File: config.mk
export PLATFORM = sky130hd
export DESIGN_NAME = cache_req_arbiter
export DESIGN_NICKNAME = d
export VERILOG_FILES = /design/src/rtl/cache_req_arbiter.sv
export SDC_FILE = /design/constraint.sdc
export NUM_CORES = 1
export LEC_CHECK = 0
export BUFFER_PORTS_ARGS = -buffer_cell sky130_fd_sc_hd__buf_4
export CAP_MARGIN = 20
export CORE_MARGIN = 1
export CORE_UTILIZATION = 41
export CTS_CLUSTER_SIZE = 40
export DETAILED_ROUTE_END_ITERATION = 7
export GPL_ROUTABILITY_DRIVEN = 0
export HOLD_SLACK_MARGIN = 0.05
export PLACE_DENSITY = 0.76
export REMOVE_ABC_BUFFERS = 1
export SLEW_MARGIN = 20
export SYNTH_ARGS = -nofsm -noshare
export SYNTH_HDL_FRONTEND = slang
export SYNTH_SLANG_ARGS = --single-unit
File: constraint.sdc
create_clock -name clk -period 1.8 [get_ports clk]
set_input_delay 0 -clock clk [delete_from_list [all_inputs] [get_ports clk]]
set_output_delay 0 -clock clk [all_outputs]
set_load 0.02 [all_outputs]
File: src/rtl/cache_req_arbiter.sv
// cache_req_arbiter: round-robin front end that shares one cache read port
// between NUM_REQ requesters. It accepts one request at a time, issues a
// single-cycle cache_read with a stable address, waits RESP_LAT cycles,
// captures data and hit flags, and returns them with a one-cycle strobe.
//
// Handshake: a request is accepted on a rising edge where
// req_valid[i] && req_ready[i]. req_ready is combinational, one-hot and only
// raised in IDLE. resp_valid[i] is a one-cycle strobe with no back-pressure.
//
// Optional build macro CACHE_ARB_STATS_EN adds stat_clear and saturating
// hit/miss counters (stat_l1_hits, stat_l2_hits, stat_misses).
module cache_req_arbiter #(
   parameter int NUM_REQ    = 4,
   parameter int ADDR_WIDTH = 11,
   parameter int DATA_WIDTH = 32,
   parameter int RESP_LAT   = 2,
   parameter int CNT_WIDTH  = 16
) (
   input  logic                          clk,
   input  logic                          rst,
   input  logic [NUM_REQ-1:0]            req_valid,
   input  logic [NUM_REQ*ADDR_WIDTH-1:0] req_addr,
   output logic [NUM_REQ-1:0]            req_ready,
   output logic [NUM_REQ-1:0]            resp_valid,
   output logic [DATA_WIDTH-1:0]         resp_data,
   output logic                          resp_l1_hit,
   output logic                          resp_l2_hit,
   output logic                          busy,
   output logic                          cache_read,
   output logic [ADDR_WIDTH-1:0]         cache_addr,
   input  logic [DATA_WIDTH-1:0]         cache_read_data,
   input  logic                          cache_l1_hit,
   input  logic                          cache_l2_hit
`ifdef CACHE_ARB_STATS_EN
   ,
   input  logic                          stat_clear,
   output logic [CNT_WIDTH-1:0]          stat_l1_hits,
   output logic [CNT_WIDTH-1:0]          stat_l2_hits,
   output logic [CNT_WIDTH-1:0]          stat_misses
`endif
);

   localparam int IDW = (NUM_REQ > 1) ? $clog2(NUM_REQ) : 1;
   localparam int CW  = (RESP_LAT > 1) ? $clog2(RESP_LAT) : 1;

   // Reject unsupported configurations at elaboration time.
   if (NUM_REQ < 2 || NUM_REQ > 8 || RESP_LAT < 1 || CNT_WIDTH < 1) begin : g_bad_param
      $error("cache_req_arbiter: unsupported parameter combination");
   end

   typedef enum logic [1:0] {
      IDLE  = 2'd0,
      ISSUE = 2'd1,
      WAIT  = 2'd2,
      RESP  = 2'd3
   } state_t;

   state_t         state;
   logic [IDW-1:0] ptr;
   logic [IDW-1:0] id_q;
   logic [IDW-1:0] grant_id;
   logic           grant_found;
   logic [CW-1:0]  wait_cnt;
   logic           capture;

   // Capture edge: last WAIT cycle, cache outputs are sampled at its close.
   assign capture = (state == WAIT) && (wait_cnt == '0);

   // Round-robin search: first valid requester at or above ptr, wrapping.
   always_comb begin
      int idx;
      grant_found = 1'b0;
      grant_id    = '0;
      idx         = 0;
      for (int k = 0; k < NUM_REQ; k++) begin
         idx = int'(ptr) + k;
         if (idx >= NUM_REQ) idx = idx - NUM_REQ;
         if (!grant_found && req_valid[idx]) begin
            grant_found = 1'b1;
            grant_id    = IDW'(idx);
         end
      end
   end

   // One-hot grant, only while idle and out of reset.
   always_comb begin
      req_ready = '0;
      if (state == IDLE && grant_found && !rst) req_ready[grant_id] = 1'b1;
   end

   // Main FSM with registered outputs.
   always_ff @(posedge clk or posedge rst) begin
      if (rst) begin
         state       <= IDLE;
         ptr         <= '0;
         id_q        <= '0;
         wait_cnt    <= '0;
         cache_read  <= 1'b0;
         cache_addr  <= '0;
         busy        <= 1'b0;
         resp_valid  <= '0;
         resp_data   <= '0;
         resp_l1_hit <= 1'b0;
         resp_l2_hit <= 1'b0;
      end else begin
         case (state)
            IDLE: begin
               if (grant_found) begin
                  id_q       <= grant_id;
                  cache_addr <= req_addr[int'(grant_id)*ADDR_WIDTH +: ADDR_WIDTH];
                  ptr        <= (grant_id == IDW'(NUM_REQ-1)) ? '0 : grant_id + IDW'(1);
                  cache_read <= 1'b1;
                  busy       <= 1'b1;
                  state      <= ISSUE;
               end
            end
            ISSUE: begin
               cache_read <= 1'b0;
               wait_cnt   <= CW'(RESP_LAT-1);
               state      <= WAIT;
            end
            WAIT: begin
               if (wait_cnt != '0) begin
                  wait_cnt <= wait_cnt - CW'(1);
               end else begin
                  resp_data   <= cache_read_data;
                  // Both flags set is reported as an L1 hit only.
                  resp_l1_hit <= cache_l1_hit;
                  resp_l2_hit <= cache_l2_hit & ~cache_l1_hit;
                  resp_valid  <= NUM_REQ'(1) << id_q;
                  state       <= RESP;
               end
            end
            RESP: begin
               resp_valid <= '0;
               busy       <= 1'b0;
               state      <= IDLE;
            end
            default: state <= IDLE;
         endcase
      end
   end

`ifdef CACHE_ARB_STATS_EN
   localparam logic [CNT_WIDTH-1:0] CNT_MAX = '1;

   // Saturating hit/miss counters; clear wins over a same-cycle increment.
   always_ff @(posedge clk or posedge rst) begin
      if (rst) begin
         stat_l1_hits <= '0;
         stat_l2_hits <= '0;
         stat_misses  <= '0;
      end else if (stat_clear) begin
         stat_l1_hits <= '0;
         stat_l2_hits <= '0;
         stat_misses  <= '0;
      end else if (capture) begin
         if (cache_l1_hit) begin
            if (stat_l1_hits != CNT_MAX) stat_l1_hits <= stat_l1_hits + CNT_WIDTH'(1);
         end else if (cache_l2_hit) begin
            if (stat_l2_hits != CNT_MAX) stat_l2_hits <= stat_l2_hits + CNT_WIDTH'(1);
         end else begin
            if (stat_misses != CNT_MAX) stat_misses <= stat_misses + CNT_WIDTH'(1);
         end
      end
   end
`endif

endmodule

==> results.md, run 1 <==
• 4 — critical path fanouts, max
• 2959 — vias in the first global route
• 138 — port bufs
• 106% — period utilisation layout
• 1.91 ns — minimum clock period after layout
• 3.19 mW — switching component of the power
• yes — RSZ-0062 raised after global routing
• 6390 um^2 — Placeable Area
• 1450 um^2 — register cell area after layout
• 58 — number of sinks driven by the clock tree
• output pin — type of destination of the critical path
• 5130 um^2 — Design Area, Final
• 0 — Final Hold Viols
• 14500 um — first-pass GRT wire length
• sky130_fd_sc_hd__clkbuf_8 — CTS Root Cell
• 4 — Pre-Repair DR Iteration Count
• 83.3 um — die width
• 0 — number of violations of the max-capacitance limit
• cache_addr[2] — RR Endpoint
• 1.13 mV — VDD IR max
• 0 — Slew Limit Fails
• 1.80 ns — required time of the critical path
• 0 — remaining routing DRC violations
• 0.07 ns — Clock Pin Slew Worst Setup and Hold Paths
• sky130_fd_sc_hd__dfrtp_1 (54%), sky130_fd_sc_hd__mux2_2 (14%), sky130_fd_sc_hd__mux2i_1 (8.1%) — largest cells by area after synthesis
• 0 — residual overflow from global routing
• 53.1% — part of the power in combinational logic
• 42.5% — initial cell density of the core
• setup timing — failing checks
• 3 — count of endpoints failing setup in the final report
• 2710 um^2 — Post-Syn Area
• 523 MHz — timing-limited maximum frequency
• 58 — flip-flop and latch count after synthesis
• 53.5% — proportion of netlist area held by the largest area contributor
• 75 — number of design-rule violations left by the first detailed-router iteration
• 80.3% — utilization of the core after routing
• 1620 nW/um^2 — total power divided by cell area
• 5.20 — vias per cell
• done — clock tree from TritonCTS
• finished with violations — run status
• 6 — worst hold path depth
• in -> reg — min-delay worst type
• 341 — count of fill cells added during filler insertion
• 2 — worst-case clock buffer depth
• 29.3% — Reg power frac
• req_valid[2] — hold path startpoint
• 540 — Final #Nets
• 8.28 mW — post-layout power
• 83.3 um — die outline height
• -0.113 ns — Final Worst Setup Slack
• 59 — pin count of the biggest net entering global routing
• 6950 um^2 — die area
• 89.0% — post-synthesis to final-layout area growth
• 0.548 ns — slew at the pin with the worst max-slew slack
• ptr[0] — R2R Path Start
• 1.91 ns — worst path arrival time
• 50.3% — share of post-route cells with drive strength above 1
• 29 — # rows
• 7 — R2R cell count
• 0 — number of antenna-violating nets in the routed design
• 3 — # H-tree levels
• 2772 — total via count in the routed design
• 0.00572 ns — Post-Route Skew
• 17.7% — fraction of power consumed by the clock network
• busy — end point of the worst hold path
• 17.8 um — post-detailed-route wirelength per cell
• 12.4 um^2 — Avg Inst Size Synth
• 9490 um — Routed Wire Length
• 0 ns — reg-to-reg slack, setup
• 27.1% — global routing usage summed across all routing layers
• reg -> out — CP Class
• register — startpoint types
• sky130_fd_sc_hd__dfrtp_1 — library cell with the largest summed area after synthesis
• 0 — number of synthesis warnings
• 0.0668 ns — pre-CTS WS
• 218 — synthesized instance count
• 9 — number of buffers created by CTS
• 28 — number of different library cells in the post-synthesis netlist
• 0.34 ns — Clk Latency, worst-skew pair
• 63.1% — relative max-transition margin
• 38.5% — Sw Share
• 2.48 nW — leakage power summed over all cells
• 139 — I/O pins
• 53.5% — sequential element share of the synthesized area
• 1260 um^2 — multi-input combinational cell area
• 3820 um^2 — cell area after placement
• 1 — number of antenna violations at the first check in global routing
• 4830 um — hpwl dp
• 5.09 mW — internal power contribution
[logic make-up (layout without fill, tap and decap cells)]
group | count (synthesis) | count (layout) | synth area share [%]
AOI/OAI and AO/OA | 32 | 32 | 8.72
adders and majority gates | 6 | 6 | 2.77
buffers and inverters | 21 | 258 | 4.98
DFF | 58 | 58 | 53.5
muxes | 56 | 56 | 22.2
other | 0 | 1 | 0
and+or+nand+nor | 45 | 45 | 7.80
[how the worst max path moves through the flow]
stage	endpoint	startpoint	cells past startpoint	slack [ns]
2_1_floorplan	resp_data[0]	state[0]	4	-1.10
3_3_place_gp	cache_addr[10]	ptr[0]	6	0.16
3_5_place_dp	cache_addr[2]	req_valid[0]	5	0.07
4_1_cts	req_ready[3]	ptr[1]	6	-0.01
5_1_grt	req_ready[3]	ptr[0]	7	-0.14
6_report	req_ready[3]	ptr[0]	7	-0.11
[metrics by stage]
step	hold WS, ns	cells	TNS [ns]
floorplan	0.0817	205	-42.27
global placement	0.113	427	0
detailed placement	0.118	427	0
CTS	0.107	526	-0.0133
global route	0.166	533	-0.370
finish	0.125	533	-0.189
[layer usage]
metal | track usage (%) | share of wire, % | vias to the layer above | wire (um)
li1 | - | - | 1246 | -
met2 | 47.3 | 51 | 177 | 4830
met3 | 7.46 | 8.1 | 46 | 769
met4 | 18.8 | 4.8 | 0 | 451
met1 | 28.2 | 36 | 1303 | 3440
met5 | 0 | 0 | - | 0
[power by group through the flow]
stage	Combinational (mW)	Sequential [mW]	Clock, mW
after floorplan	1.47	3.00	0
after global placement	3.56	2.34	0
after detailed placement	3.65	2.37	0
after CTS	3.93	2.36	1.48
after global routing	4.67	2.50	1.55
final	4.40	2.42	1.46
[synth_stat cells]
cell type and instances:
sky130_fd_sc_hd__o22a_1 1, sky130_fd_sc_hd__nor2_1 5, sky130_fd_sc_hd__a22o_1 3, sky130_fd_sc_hd__nor2b_1 3
sky130_fd_sc_hd__nor3b_1 2, sky130_fd_sc_hd__inv_1 6, sky130_fd_sc_hd__dfrtp_1 58, sky130_fd_sc_hd__nand2_1 25
sky130_fd_sc_hd__o31ai_1 1, sky130_fd_sc_hd__buf_6 1, sky130_fd_sc_hd__a21oi_1 3, sky130_fd_sc_hd__mux2i_1 22
sky130_fd_sc_hd__nor4_1 3, sky130_fd_sc_hd__a211o_1 1, sky130_fd_sc_hd__mux2_2 34, sky130_fd_sc_hd__ha_1 6
sky130_fd_sc_hd__a21o_1 2, sky130_fd_sc_hd__a22oi_1 1, sky130_fd_sc_hd__o32a_2 1, sky130_fd_sc_hd__inv_2 2
sky130_fd_sc_hd__nand2b_1 5, sky130_fd_sc_hd__buf_12 2, sky130_fd_sc_hd__nand3b_1 2, sky130_fd_sc_hd__buf_4 2
sky130_fd_sc_hd__o21ai_0 8, sky130_fd_sc_hd__o221ai_1 11, sky130_fd_sc_hd__clkbuf_1 1, sky130_fd_sc_hd__buf_2 7
[state kept, by name, indices dropped and copies added, names as in the netlist]
signal and flops:
resp_data 32, cache_addr 11, resp_valid 4, id_q 2, ptr 2, state 2, busy 1, cache_read 1
resp_l1_hit 1, resp_l2_hit 1, wait_cnt 1
[cell usage in the layout, fill, tap and decap left out, types with 3 or more instances in the layout]
cell / Yosys / routed
sky130_fd_sc_hd__buf_4: 2 / 146
sky130_fd_sc_hd__dlygate4sd3_1: 0 / 79
sky130_fd_sc_hd__dfrtp_1: 58 / 57
sky130_fd_sc_hd__mux2_2: 34 / 34
sky130_fd_sc_hd__nand2_1: 25 / 25
sky130_fd_sc_hd__mux2i_1: 22 / 19
sky130_fd_sc_hd__o221ai_1: 11 / 11
sky130_fd_sc_hd__clkbuf_8: 0 / 9
sky130_fd_sc_hd__o21ai_0: 8 / 8
sky130_fd_sc_hd__nor2_1: 5 / 5
sky130_fd_sc_hd__inv_2: 2 / 4
sky130_fd_sc_hd__buf_6: 1 / 4
sky130_fd_sc_hd__buf_12: 2 / 4
sky130_fd_sc_hd__inv_1: 6 / 3
sky130_fd_sc_hd__a22o_1: 3 / 3
sky130_fd_sc_hd__ha_4: 0 / 3
sky130_fd_sc_hd__ha_1: 6 / 3
sky130_fd_sc_hd__bufinv_16: 0 / 3
[cell type report]
type	instances	share of cell area [%]
clock inverters	7	2.27
clock buffers	9	2.42
multi-input cells	139	24.7
inverters	8	0.635
flip-flops and latches	58	28.3
well taps	77	1.88
repair buffers	234	39.7
diodes	1	0.0488
[repair_timing]
action,4_1_cts,5_1_grt
buffers inserted,4,6
cloned,0,1
pin swaps,3,6
hold buffers,79,0
endpoints found under the setup margin,4,15
gates resized for setup,8,30
hold endpoints to repair,103,0
[critical path, stage by stage (launching register included)]
cell and delay [ns]:
sky130_fd_sc_hd__dfrtp_1 0.40, sky130_fd_sc_hd__nor2b_2 0.07, sky130_fd_sc_hd__a21o_1 0.15, sky130_fd_sc_hd__a211o_1 0.29, sky130_fd_sc_hd__inv_2 0.14, sky130_fd_sc_hd__ha_4 0.16, sky130_fd_sc_hd__nor3b_4 0.22, sky130_fd_sc_hd__buf_6 0.15
No activity file was read; power rests on OpenSTA's default activity.
==> run 2: changes to the inputs <==
- CORE_UTILIZATION: 41 -> 35
- PLACE_DENSITY: 0.76 -> 0.67
==> run 2 against run 1 <==
The run still ends with setup timing left. Global-route usage down 7.3 points. Fmax up 4.6%. Final area down 2.0%. Clock-buffer cell count up 1. Largest power group unchanged. Non-clock buffer count down 5. Critical path depth unchanged. Hold slack better by 0.0044 ns.
==> results.md, run 2 (same netlist as run 1, synthesis figures left out) <==
• 19.9% — global routing usage summed across all routing layers, was 27.1%
• in -> reg — min-delay worst type, unchanged
• 0 — number of antenna violations at the first check in global routing, was 1
• 4890 um — hpwl dp, was 4830 um
• 90.0 um — die width, was 83.3 um
• 40 — pin count of the biggest net entering global routing, was 59
• 449 — Cells after DPL, was 427
• 90.0 um — die outline height, was 83.3 um
• 0 — number of antenna diodes, was 1
• 0.33 ns — Clk Latency, worst-skew pair, was 0.34 ns
• 30.1% — Reg power frac, was 29.3%
• 7 — R2R cell count, unchanged
• 1.83 ns — minimum clock period after layout, was 1.91 ns
• 0.459 ns — slew at the pin with the worst max-slew slack, was 0.548 ns
• 0.00816 ns — Post-Route Skew, was 0.00572 ns
• 69.3% — relative max-transition margin, was 63.1%
• 2.44 nW — leakage power summed over all cells, was 2.48 nW
• 1 — count of endpoints failing setup in the final report, was 3
• 4.73 — vias per cell, was 5.20
• sky130_fd_sc_hd__buf_4 (145), sky130_fd_sc_hd__dlygate4sd3_1 (79), sky130_fd_sc_hd__dfrtp_1 (58) — most frequent cells in the layout, was sky130_fd_sc_hd__buf_4 (146), sky130_fd_sc_hd__dlygate4sd3_1 (79), sky130_fd_sc_hd__dfrtp_1 (57)
• 0 — residual overflow from global routing, unchanged
• 6 — worst hold path depth, unchanged
• 549 — Cell Count, Final, Fillers Out, was 533
• finished with violations — run status, unchanged
• reg -> out — CP Class, unchanged
• 48.0% — share of post-route cells with drive strength above 1, was 50.3%
• 139 — I/O pins, unchanged
• 4 — Pre-Repair DR Iteration Count, unchanged
• -0.0289 ns — Final Worst Setup Slack, was -0.113 ns
• 0 — number of violations of the max-capacitance limit, unchanged
• 85.2% — post-synthesis to final-layout area growth, was 89.0%
• 4.82 mW — internal power contribution, was 5.09 mW
• 0 — Final Hold Viols, unchanged
• 58 — number of sinks driven by the clock tree, unchanged
• 0 — number of antenna-violating nets in the routed design, unchanged
• 0.06 ns — Clock Pin Slew Worst Setup and Hold Paths, was 0.07 ns
• 31 — # rows, was 29
• 36.8% — initial cell density of the core, was 42.5%
• setup timing — failing checks, unchanged
• yes — RSZ-0062 raised after global routing, unchanged
• 547 MHz — timing-limited maximum frequency, was 523 MHz
• -0.0289 ns — setup total negative slack, was -0.189 ns
• 0 — remaining routing DRC violations, unchanged
• done — clock tree from TritonCTS, unchanged
• 2784 — vias in the first global route, was 2959
• 12900 um — first-pass GRT wire length, was 14500 um
• resp_data — Largest Register, unchanged
• 38.2% — Sw Share, was 38.5%
• 535 — Final #Nets, was 540
• 14.5 um — post-detailed-route wirelength per cell, was 17.8 um
• 1.83 ns — worst path arrival time, was 1.91 ns
• 9 — number of buffers created by CTS, unchanged
• 52.3% — part of the power in combinational logic, was 53.1%
• 32 — number of flip-flops under the largest register name, unchanged
• 0 — Slew Limit Fails, unchanged
• 0.918 mV — VDD IR max, was 1.13 mV
• sky130_fd_sc_hd__clkbuf_8 — CTS Root Cell, unchanged
• output pin — type of destination of the critical path, unchanged
• resp_data x32, cache_addr x11, resp_valid x4 — registers with the most flip-flops, unchanged
• 4 — critical path fanouts, max, unchanged
• 7980 um — Routed Wire Length, was 9490 um
• 1550 nW/um^2 — total power divided by cell area, was 1620 nW/um^2
• sky130_fd_sc_hd__buf_4 — leading cell type in the layout, fill and taps excluded, unchanged
• register — startpoint types, unchanged
• 17.6% — fraction of power consumed by the clock network, was 17.7%
• 138 — port bufs, unchanged
• 8110 um^2 — die area, was 6950 um^2
• 2598 — total via count in the routed design, was 2772
• 3 — # H-tree levels, unchanged
• 102% — period utilisation layout, was 106%
• 1.80 ns — required time of the critical path, about the same
• 2 — worst-case clock buffer depth, unchanged
• 7370 um^2 — Placeable Area, was 6390 um^2
• 49 — number of design-rule violations left by the first detailed-router iteration, was 75
• 2.98 mW — switching component of the power, was 3.19 mW
run 2: cell count changes in the layout (fill, tap and decap cells not counted), sizes merged:
cell    previous run  this run
buf              154       150
bufinv             3         2
inv                9         8
clkinv             2         3
diode              1         0
run 2: timing repair:
action                                  CTS  global route
buffers inserted                          3             2
pin swaps                                 1             2
hold buffers                             79             0
resized for setup                         9            11
endpoints found under the setup margin    4            12
hold endpoints to repair                 64             0
run 2: through the flow:
stage	utilization [%]	power (mW)	hold slack [ns]	cell area (um^2)	setup WS, ns
floorplan	-	4.47	0.0817	2610	-1.10
global placement	52.4	5.95	0.0722	3860	0.203
detailed placement	52.4	6.05	0.0734	3860	0.181
CTS	67.3	7.72	0.113	4960	0.00973
global route	68.2	8.26	0.171	5020	-0.122
finish	68.2	7.81	0.130	5020	-0.0289
run 2: path summary, 6_finish.rpt:
kind	startpoint	to	slack [ns]
setup / recovery	ptr[0]	req_ready[3]	-0.03
hold / removal	req_valid[2]	cache_read	0.13
setup reg to reg	ptr[0]	cache_addr[0]	0.12
hold reg to reg	resp_valid[3]	resp_valid[3]	0.49
max in group asynchronous	rst	resp_data[12]	0.94
min in group asynchronous	rst	cache_addr[6]	0.30
run 2: cell type report:
type	count	area [um^2]
timing repair buffer	229	1960
clock inverter	6	90.1
clock buffer	10	138
tap	99	124
inverter	8	30.0
sequential	58	1450
multi-input combinational	139	1230
fill	549	2350
run 2: metal layers:
metal	track usage [%]	routed length, um
met2	37.0	4370
met5	0	0
met3	3.72	322
met4	9.01	259
met1	21.6	3030
run 2: power groups by stage:
| stage | Clock (mW) | Combinational, mW | Sequential [mW] |
|---|---|---|---|
| 2_1_floorplan | 0 | 1.47 | 3.00 |
| 3_3_place_gp | 0 | 3.62 | 2.33 |
| 3_5_place_dp | 0 | 3.69 | 2.36 |
| 4_1_cts | 1.41 | 3.97 | 2.35 |
| 5_1_grt | 1.46 | 4.36 | 2.44 |
| 6_report | 1.37 | 4.08 | 2.35 |
run 2: worst max-delay path, stage by stage (launching register included):
cell and delay [ns]:
sky130_fd_sc_hd__dfrtp_1 0.37, sky130_fd_sc_hd__nor2b_2 0.06, sky130_fd_sc_hd__a21o_1 0.15, sky130_fd_sc_hd__a211o_1 0.31, sky130_fd_sc_hd__inv_2 0.11, sky130_fd_sc_hd__ha_4 0.15, sky130_fd_sc_hd__nor3b_4 0.21, sky130_fd_sc_hd__buf_6 0.15
==> run 3: changes to the inputs <==
- SETUP_SLACK_MARGIN: not set -> 0.15
==> run 3 against run 2 <==
Worst setup slack gained 0.047 ns. The flow now finishes without violations. Largest power group unchanged. Sequential share of layout area shrank 0.86 points. Register-to-register slack worse by 0.07 ns. Hold slack improved by 0.0081 ns. Non-clock buffer count rose by 9. Die area unchanged. Fmax rose by 2.6%.
==> results.md, run 3 (same netlist as run 1, synthesis figures left out) <==
• finished clean — run status, was finished with violations
• 50.8% — share of post-route cells with drive strength above 1, was 48.0%
• 0.917 mV — VDD IR max, was 0.918 mV
• output pin — type of destination of the critical path, unchanged
• yes — RSZ-0062 raised after global routing, unchanged
• 3860 um^2 — cell area after placement, unchanged
• 99.0% — period utilisation layout, was 102%
• 2671 — total via count in the routed design, was 2598
• 15.1 um — post-detailed-route wirelength per cell, was 14.5 um
• in -> reg — min-delay worst type, unchanged
• 2853 — vias in the first global route, was 2784
• 5180 um^2 — Design Area, Final, was 5020 um^2
• 0.00871 ns — Post-Route Skew, was 0.00816 ns
• 68.0% — relative max-transition margin, was 69.3%
• 0 — count of endpoints failing setup in the final report, was 1
• 58 — number of sinks driven by the clock tree, unchanged
• 0.476 ns — slew at the pin with the worst max-slew slack, was 0.459 ns
• 40 — pin count of the biggest net entering global routing, unchanged
• 376 um — metal3 WL, was 322 um
• 90.0 um — die width, unchanged
• reg -> out — CP Class, unchanged
• 90.0 um — die outline height, unchanged
• register — startpoint types, unchanged
• 517 — count of fill cells added during filler insertion, was 549
• 8420 um — Routed Wire Length, was 7980 um
• 0 — number of antenna-violating nets in the routed design, unchanged
• 0 — number of antenna diodes, unchanged
• resp_data — Largest Register, unchanged
• 2.49 nW — leakage power summed over all cells, was 2.44 nW
• req_valid[2] — hold path startpoint, unchanged
• 0.06 ns — Clock Pin Slew Worst Setup and Hold Paths, about the same
• 138 — port bufs, unchanged
• 4 — Pre-Repair DR Iteration Count, unchanged
• 1570 nW/um^2 — total power divided by cell area, was 1550 nW/um^2
• 9 — number of buffers created by CTS, unchanged
• sky130_fd_sc_hd__buf_4 (150), sky130_fd_sc_hd__dlygate4sd3_1 (79), sky130_fd_sc_hd__dfrtp_1 (58) — most frequent cells in the layout, was sky130_fd_sc_hd__buf_4 (145), sky130_fd_sc_hd__dlygate4sd3_1 (79), sky130_fd_sc_hd__dfrtp_1 (58)
• 3220 um — met1 wire length, was 3030 um
• 4890 um — hpwl dp, unchanged
• ptr[0] — R2R Path Start, unchanged
• 79 — number of design-rule violations left by the first detailed-router iteration, was 49
• 0.0178 ns — Final Worst Setup Slack, was -0.0289 ns
• 1.80 ns — required time of the critical path, about the same
• 7370 um^2 — Placeable Area, unchanged
• 139 — I/O pins, unchanged
• 90.9% — post-synthesis to final-layout area growth, was 85.2%
• resp_data x32, cache_addr x11, resp_valid x4 — registers with the most flip-flops, unchanged
• 0 — residual overflow from global routing, unchanged
• 31 — # rows, unchanged
• 4500 um — detailed route wirelength on metal2, was 4370 um
• 1.78 ns — minimum clock period after layout, was 1.83 ns
• 1270 um^2 — multi-input combinational cell area, was 1230 um^2
• 0 — Final Hold Viols, unchanged
• 0.181 ns — pre-CTS WS, unchanged
• 70.3% — utilization of the core after routing, was 68.2%
• 20.1% — global routing usage summed across all routing layers, was 19.9%
• done — clock tree from TritonCTS, unchanged
• 8110 um^2 — die area, unchanged
• 1.78 ns — worst path arrival time, was 1.83 ns
• sky130_fd_sc_hd__clkbuf_8 — CTS Root Cell, unchanged
• 32 — number of flip-flops under the largest register name, unchanged
• 0.33 ns — Clk Latency, worst-skew pair, about the same
• 544 — Final #Nets, was 535
• ptr[0] — launch point of the worst path, unchanged
• 0 — Slew Limit Fails, unchanged
• sky130_fd_sc_hd__buf_4 — leading cell type in the layout, fill and taps excluded, unchanged
• 1450 um^2 — register cell area after layout, unchanged
• 2 — worst-case clock buffer depth, unchanged
• 0 — remaining routing DRC violations, unchanged
• met4 — top routing layer in use, unchanged
• 36.8% — initial cell density of the core, unchanged
• 13100 um — first-pass GRT wire length, was 12900 um
• 0 — number of violations of the max-capacitance limit, unchanged
• 4.79 — vias per cell, was 4.73
• 3 — # H-tree levels, unchanged
• 561 MHz — timing-limited maximum frequency, was 547 MHz
• 4 — critical path fanouts, max, unchanged
• 0 — number of antenna violations at the first check in global routing, unchanged
[run 3: changes by cell type in the layout (fill, tap and decap cells not counted), sizes merged]
cell,change
buf,+7
clkbuf,+2
[run 3: through the flow]
step	hold slack (ns)	TNS, ns	instances	power (mW)
global route	0.173	-0.368	558	8.60
detailed placement	0.0734	0	449	6.05
global placement	0.0722	0	449	5.95
CTS	0.113	0	550	7.78
floorplan	0.0817	-42.27	205	4.47
finish	0.138	0	558	8.15
[run 3: path summary, 6_finish.rpt]
check                           endpoint  slack, ns  depth (start not counted)
hold / removal                cache_read       0.14                          6
min in group asynchronous  cache_addr[6]       0.31                          3
max in group asynchronous  resp_data[12]       0.93                          4
setup / recovery            req_ready[3]       0.02                          7
setup reg to reg           cache_addr[0]       0.05                          8
hold reg to reg            resp_valid[3]       0.49                          2
[run 3: per-layer routing]
layer,global-route usage [%],up-vias
met1,21.5,1281
li1,-,1260
met4,9.81,0
met3,3.89,30
met2,37.6,100
met5,0,-
[run 3: what timing repair did]
item | 4_1_cts | 5_1_grt
gates cloned | 0 | 3
hold buffers | 79 | 0
gates resized for setup | 12 | 18
endpoints found under the hold margin | 64 | 0
pin swaps | 2 | 9
setup buffers | 6 | 5
setup endpoints to repair | 4 | 16
[run 3: where the power goes]
| part | internal (mW) | switching, mW |
|---|---|---|
| combinational | 2.29 | 2.14 |
| sequential | 1.96 | 0.389 |
| clock | 0.819 | 0.550 |
| total | 5.07 | 3.08 |
[run 3: layout make-up]
| cell class | count | area share, % |
|---|---|---|
| timing repair buffer | 238 | 40.0 |
| multi-input combinational | 139 | 24.5 |
| clock inverter | 6 | 1.74 |
| inverter | 8 | 0.628 |
| tap | 99 | 2.39 |
| clock buffer | 10 | 2.66 |
| sequential | 58 | 28.0 |
[run 3: critical path, stage by stage, from the launching register on]
cell and delay, ns:
sky130_fd_sc_hd__dfrtp_1 0.38, sky130_fd_sc_hd__nand2b_4 0.14, sky130_fd_sc_hd__a21oi_1 0.06, sky130_fd_sc_hd__a211o_1 0.30, sky130_fd_sc_hd__inv_2 0.09, sky130_fd_sc_hd__ha_2 0.17
sky130_fd_sc_hd__nor3b_2 0.15, sky130_fd_sc_hd__buf_4 0.16
